File: config.mk
export PLATFORM = sky130hd
export DESIGN_NAME = dmem_bridge
export DESIGN_NICKNAME = d
export VERILOG_FILES = /design/src/rtl/mem_pkg.sv /design/src/rtl/stbuf_entry.sv /design/src/rtl/dmem_bridge.sv
export SDC_FILE = /design/constraint.sdc
export NUM_CORES = 1
export LEC_CHECK = 0
export CELL_PAD_IN_SITES_DETAIL_PLACEMENT = 0
export CELL_PAD_IN_SITES_GLOBAL_PLACEMENT = 1
export CORE_MARGIN = 2
export CORE_UTILIZATION = 38
export CTS_BUF_LIST = sky130_fd_sc_hd__clkbuf_4 sky130_fd_sc_hd__clkbuf_8 sky130_fd_sc_hd__clkbuf_16
export DETAILED_ROUTE_END_ITERATION = 8
export HOLD_SLACK_MARGIN = 0.06
export PLACE_DENSITY = 0.77
export SLEW_MARGIN = 10
export SYNTH_ARGS = -nofsm -noshare
export SYNTH_HDL_FRONTEND = slang
export SYNTH_SLANG_ARGS = --single-unit
File: constraint.sdc
create_clock -name clk -period 2.68 [get_ports clk]
set_input_delay 0.536 -clock clk [delete_from_list [all_inputs] [get_ports clk]]
set_output_delay 0.536 -clock clk [all_outputs]
set_load 0.02 [all_outputs]
File: src/rtl/mem_pkg.sv
// rtl/mem_pkg.sv - shared state encoding and store-lane helpers for dmem_bridge
package mem_pkg;

  typedef enum logic [1:0] {
    ST_IDLE  = 2'd0,
    ST_WRITE = 2'd1,
    ST_READ  = 2'd2,
    ST_RDONE = 2'd3
  } state_t;

  // Word accesses enable every lane; byte accesses enable only the addressed lane.
  function automatic logic [3:0] byte_en(input logic [1:0] addr, input logic isbyte);
    logic [3:0] be;
    if (isbyte) begin
      be = 4'b0001 << addr;
    end else begin
      be = 4'b1111;
    end
    return be;
  endfunction

  function automatic logic [31:0] store_fmt(input logic [31:0] data, input logic isbyte);
    return isbyte ? {4{data[7:0]}} : data;
  endfunction

endpackage

File: src/rtl/stbuf_entry.sv
// rtl/stbuf_entry.sv - single-entry posted-store buffer (valid/addr/be/data)
module stbuf_entry #(
  parameter int AW = 32
) (
  input  logic          clk,
  input  logic          reset,
  input  logic          capture,
  input  logic          clear,
  input  logic [AW-1:0] addr_in,
  input  logic [3:0]    be_in,
  input  logic [31:0]   data_in,
  output logic          valid,
  output logic [AW-1:0] addr,
  output logic [3:0]    be,
  output logic [31:0]   data
);

  logic          valid_q, valid_d;
  logic [AW-1:0] addr_q, addr_d;
  logic [3:0]    be_q, be_d;
  logic [31:0]   data_q, data_d;

  // A capture in the same cycle as a clear wins: the entry stays valid with the new store.
  always_comb begin
    valid_d = valid_q;
    addr_d  = addr_q;
    be_d    = be_q;
    data_d  = data_q;
    if (clear) begin
      valid_d = 1'b0;
    end
    if (capture) begin
      valid_d = 1'b1;
      addr_d  = addr_in;
      be_d    = be_in;
      data_d  = data_in;
    end
  end

  always_ff @(posedge clk or negedge reset) begin
    if (!reset) begin
      valid_q <= 1'b0;
      addr_q  <= '0;
      be_q    <= 4'b0000;
      data_q  <= 32'd0;
    end else begin
      valid_q <= valid_d;
      addr_q  <= addr_d;
      be_q    <= be_d;
      data_q  <= data_d;
    end
  end

  assign valid = valid_q;
  assign addr  = addr_q;
  assign be    = be_q;
  assign data  = data_q;

endmodule

File: src/rtl/dmem_bridge.sv
// rtl/dmem_bridge.sv - M-stage data-memory bridge: posted store, blocking load, req/ack bus
module dmem_bridge
  import mem_pkg::*;
#(
  parameter int AW = 32
) (
  input  logic          clk,
  input  logic          reset,
  input  logic          memreadM,
  input  logic          memwriteM,
  input  logic          storeselectM,
  input  logic [AW-1:0] aluoutM,
  input  logic [31:0]   writedataM,
  output logic [31:0]   readdataM,
  output logic          stallM,
  output logic          alignerr,
  output logic [31:0]   stallcnt,
  output logic          bus_req,
  output logic          bus_we,
  output logic [AW-1:0] bus_addr,
  output logic [3:0]    bus_be,
  output logic [31:0]   bus_wdata,
  input  logic          bus_ack,
  input  logic [31:0]   bus_rdata
);

  state_t        state_q, state_d;
  logic          bus_req_q, bus_req_d;
  logic          bus_we_q, bus_we_d;
  logic [AW-1:0] bus_addr_q, bus_addr_d;
  logic [3:0]    bus_be_q, bus_be_d;
  logic [31:0]   bus_wdata_q, bus_wdata_d;
  logic [31:0]   rdata_q, rdata_d;
  logic          alignerr_q, alignerr_d;
  logic [31:0]   stallcnt_q, stallcnt_d;

  logic          sb_valid, sb_capture, sb_clear;
  logic [AW-1:0] sb_addr;
  logic [3:0]    sb_be;
  logic [31:0]   sb_data;

  logic          is_load, is_store, drain_ack, stall, misaligned;
  logic [AW-1:0] acc_addr;
  logic [3:0]    acc_be;
  logic [31:0]   acc_data;

  // A load and store together is illegal; treating it as a load keeps the buffer untouched.
  assign is_load    = memreadM;
  assign is_store   = memwriteM & ~memreadM;
  assign acc_addr   = {aluoutM[AW-1:2], 2'b00};
  assign acc_be     = byte_en(aluoutM[1:0], storeselectM);
  assign acc_data   = store_fmt(writedataM, storeselectM);
  assign misaligned = (memreadM | memwriteM) & ~storeselectM & (aluoutM[1:0] != 2'b00);
  assign drain_ack  = (state_q == ST_WRITE) & bus_req_q & bus_ack;

  always_comb begin
    stall = 1'b0;
    if (state_q == ST_READ) begin
      stall = 1'b1;
    end else if (is_load) begin
      stall = (state_q != ST_RDONE);
    end else if (is_store) begin
      stall = sb_valid & ~drain_ack;
    end
  end

  assign sb_capture = is_store & ~stall;
  assign sb_clear   = drain_ack;

  stbuf_entry #(
    .AW(AW)
  ) u_stbuf (
    .clk     (clk),
    .reset   (reset),
    .capture (sb_capture),
    .clear   (sb_clear),
    .addr_in (acc_addr),
    .be_in   (acc_be),
    .data_in (acc_data),
    .valid   (sb_valid),
    .addr    (sb_addr),
    .be      (sb_be),
    .data    (sb_data)
  );

  // Transactions launch only from IDLE, which guarantees a low bus_req cycle between them.
  always_comb begin
    state_d     = state_q;
    bus_req_d   = bus_req_q;
    bus_we_d    = bus_we_q;
    bus_addr_d  = bus_addr_q;
    bus_be_d    = bus_be_q;
    bus_wdata_d = bus_wdata_q;
    rdata_d     = rdata_q;
    case (state_q)
      ST_IDLE: begin
        if (sb_valid) begin
          state_d     = ST_WRITE;
          bus_req_d   = 1'b1;
          bus_we_d    = 1'b1;
          bus_addr_d  = sb_addr;
          bus_be_d    = sb_be;
          bus_wdata_d = sb_data;
        end else if (is_load) begin
          state_d    = ST_READ;
          bus_req_d  = 1'b1;
          bus_we_d   = 1'b0;
          bus_addr_d = acc_addr;
          bus_be_d   = acc_be;
        end else if (sb_capture) begin
          state_d     = ST_WRITE;
          bus_req_d   = 1'b1;
          bus_we_d    = 1'b1;
          bus_addr_d  = acc_addr;
          bus_be_d    = acc_be;
          bus_wdata_d = acc_data;
        end
      end
      ST_WRITE: begin
        if (bus_ack) begin
          state_d   = ST_IDLE;
          bus_req_d = 1'b0;
        end
      end
      ST_READ: begin
        if (bus_ack) begin
          state_d   = ST_RDONE;
          bus_req_d = 1'b0;
          rdata_d   = bus_rdata;
        end
      end
      ST_RDONE: begin
        state_d = ST_IDLE;
      end
      default: begin
        state_d = ST_IDLE;
      end
    endcase
  end

  always_comb begin
    alignerr_d = alignerr_q | misaligned;
    stallcnt_d = stallcnt_q;
    if (stall && (stallcnt_q != 32'hFFFF_FFFF)) begin
      stallcnt_d = stallcnt_q + 32'd1;
    end
  end

  always_ff @(posedge clk or negedge reset) begin
    if (!reset) begin
      state_q     <= ST_IDLE;
      bus_req_q   <= 1'b0;
      bus_we_q    <= 1'b0;
      bus_addr_q  <= '0;
      bus_be_q    <= 4'b0000;
      bus_wdata_q <= 32'd0;
      rdata_q     <= 32'd0;
      alignerr_q  <= 1'b0;
      stallcnt_q  <= 32'd0;
    end else begin
      state_q     <= state_d;
      bus_req_q   <= bus_req_d;
      bus_we_q    <= bus_we_d;
      bus_addr_q  <= bus_addr_d;
      bus_be_q    <= bus_be_d;
      bus_wdata_q <= bus_wdata_d;
      rdata_q     <= rdata_d;
      alignerr_q  <= alignerr_d;
      stallcnt_q  <= stallcnt_d;
    end
  end

  assign readdataM = rdata_q;
  assign stallM    = stall;
  assign alignerr  = alignerr_q;
  assign stallcnt  = stallcnt_q;
  assign bus_req   = bus_req_q;
  assign bus_we    = bus_we_q;
  assign bus_addr  = bus_addr_q;
  assign bus_be    = bus_be_q;
  assign bus_wdata = bus_wdata_q;

endmodule
==> run metrics <==
Slew HR=48.50%; clk sink count=~200; crit start category=flip-flop; Routed WL=21.99 mm; Max Freq=between 300 and 400 MHz; Final Max Slew Viols=0; WP data arrival=roughly 2.0 ns; Async S/R FF share, synth=100.0%; EDFF count, synth=0; yosys warns=0; TritonRoute pass-1 iters=7; Die Wd=about 160 um; Detailed Route Iter0 Violations=about 250; Final Hold Vio Count=0; RSZ-0062 raised after global routing=no; Power Density=1142 nW/um^2; mean post-synth cell area=between 10 and 15 sq um; CP max stage delay=~0.41 ns; period utilization=94.90%; hpwl dp=15.29 mm; post-route antenna net violation count=0; Storage cell area=5059 sq um; Bufs and invs on worst path=2; cts bufs inserted=23; Yosys reg bits=slightly above 200; H-tree levels=1; Critical Path Slowest Stage Cell=dfrtp_1; synthesized area=just under 9000 sq um; IO Pins=238; core area=22640 sq um; P_leak=5.439 nW; Placed Area=11550 sq um; CTS tree=built; dpl ws=-0.005428 ns; cell taking the most area after synthesis=dfrtp_1; GRT Resource Usage Total=18.15%; Worst Max-Slew Pin Slew=~0.77 ns; element type at the critical path end=output pin; Max IR drop VDD=757.3 uV; CTS root buf=clkbuf_16; post-synthesis sequential area ratio=approximately 58%; Cell Chain, Critical Path=inv_1 -> ha_1 -> nand3_1 -> a221o_1 -> clkdlybuf4s15_1; Die Y=between 150 and 200 um; final instance area=between 10000 and 15000 sq um; pin count of the biggest net entering global routing=66; clk_skew=0.01325 ns; synth top area cells=dfrtp_1 (58%), mux2_2 (9.1%), mux2i_1 (7.2%); area of the multi-input gates=around 3500 sq um; number of I/O port buffers=235; fin util=between 50% and 60%; vias in the first global route=6672; area growth from synthesis to layout=40.35%; Worst Path Required=2.14 ns; Max Cap Viol=0; Yosys top cell area share=57.60%; critical path's top delay family=buffers and inverters; wire length of the first global-routing pass=35.49 mm; Syn Inst Count=779; min cycle time layout=between 2 and 3 ns; post-CTS setup buffer count=0; GRT overflow=0; final setup vio count=0; vias=around 6500; Initial Utilization=38.76%; fin nets=roughly 1100; ANT cells=0; clock slew at reported path FFs=around 0.060 ns; drt drc=0; initial antenna violation count=0; Final Total Pwr=approximately 14 mW; synth unique cells=between 50 and 60; setup slack after layout=around 0.14 ns; share of layout cells above drive strength 1=14.58%; RePlAce Congestion=slightly above 0.8; Synth Flop Type=dfrtp_1; setup TNS=0 ns; # rows=55; Layout fillers=about 2000; worst min path class=reg -> reg; outcome=finished clean; buffers from clock root to sink, at most=3; WS Path Type=reg -> out; WL per Instance=16.64 um; die footprint=24330 sq um; clk_lat worst skew=just over 0.5 ns; drt via density=4.919; CP Max Fanout=3
-- cell families (layout without fill, tap and decap cells) --
logic type	count (synthesis)	after routing	synth area share [%]
simple gates	210	210	10.88
flops	202	202	57.60
compound gates	144	144	8.825
mux	134	134	16.30
buf+inv	54	310	2.752
xor+xnor	29	29	2.894
fa+ha+maj	5	5	0.7129
other cells	1	2	0.04273
-- final timing paths --
path | cells after the start | to | startpoint | slack [ns]
setup reg to reg | 6 | stallcnt[31] | stallcnt[0] | 0.45
max in group asynchronous | 3 | readdataM[0] | reset | 1.35
setup / recovery | 5 | stallM | state_q[1] | 0.14
hold reg to reg | 2 | bus_wdata[4] | bus_wdata[4] | 0.48
min in group asynchronous | 2 | bus_wdata[21] | reset | 0.59
hold / removal | 2 | bus_wdata[4] | bus_wdata[4] | 0.48
-- metal layers --
metal	track usage, %	up-vias	share of wire, %
li1	-	3178	-
met1	24.24	3110	44
met2	29.27	174	47
met3	5.222	36	7.0
met4	4.456	0	2.1
met5	0	-	0
-- cells in the final DEF (no fill, tap or decap), drive strengths merged, types with 3 or more instances in the layout --
cell type      instances
and4                   5
a21oi                 57
inv                    9
xnor2                 14
or3                    3
nor4                   3
xor2                  15
ha                     5
buf                   26
mux2i                 63
dfrtp                202
nand3                 11
clkbuf                30
and3                   3
nand2                 92
nand4                 10
clkdlybuf4s50        232
nor2                  68
o21ai                 72
nor3                   7
mux2                  71
clkinv                 7
-- state kept, by name, indices dropped and copies added, names as in the netlist, 4 cells and up --
name	count
bus_be	4
bus_addr	30
readdataM	32
stallcnt	32
u_stbuf.be	4
u_stbuf.addr	30
u_stbuf.data	32
bus_wdata	32
-- tightest hold or removal path, delay by kind of cell, from the launching register on --
| family | cells | cell delay (ns) |
|---|---|---|
| AND/OR/NAND/NOR | 1 | 0.05 |
| flip-flops | 1 | 0.34 |
| AO/OA/AOI/OAI | 1 | 0.06 |
-- cells in the mapped netlist, types with 2 or more instances --
| cell type | n |
|---|---|
| buf_2 | 16 |
| nor2_1 | 68 |
| nor4_1 | 2 |
| o211ai_1 | 2 |
| mux2i_1 | 63 |
| nand2b_1 | 2 |
| buf_1 | 4 |
| ha_1 | 5 |
| xnor2_1 | 14 |
| nor3_1 | 7 |
| or3_1 | 2 |
| a31oi_1 | 2 |
| xor2_1 | 15 |
| clkbuf_1 | 22 |
| o21ai_0 | 71 |
| buf_4 | 3 |
| a21oi_1 | 57 |
| mux2_2 | 71 |
| nand4_1 | 9 |
| inv_1 | 7 |
| nand3_1 | 11 |
| nand2_1 | 92 |
| and4_1 | 5 |
| dfrtp_1 | 202 |
-- where the power goes --
part,internal [mW],total [mW],switching [mW]
logic,2.80,5.81,3.00
clock network,1.87,3.12,1.25
registers,4.40,5.15,0.752
total,9.07,14.1,5.00
-- stage by stage --
| step | std cells | hold WS, ns |
|---|---|---|
| 2_1_floorplan | 780 | 0.2404 |
| 3_3_place_gp | 1279 | 0.4622 |
| 3_5_place_dp | 1279 | 0.4687 |
| 4_1_cts | 1321 | 0.4817 |
| 5_1_grt | 1321 | 0.5072 |
| 6_report | 1321 | 0.4752 |
-- timing repair --
item	4_1_cts	5_1_grt
hold endpoints to repair	48	0
endpoints found under the setup margin	1	1
hold buffers	1	0
resized for setup	1	1
gates cloned	0	0
-- final cells by class --
type,count,area share [%]
clock buffer,29,5.140
clock inverter,12,0.9651
inverter,8,0.2438
multi-input combinational,524,28.48
sequential,202,41.07
tap,285,2.895
timing repair buffer,261,21.20
No activity file was read; power rests on OpenSTA's default activity.
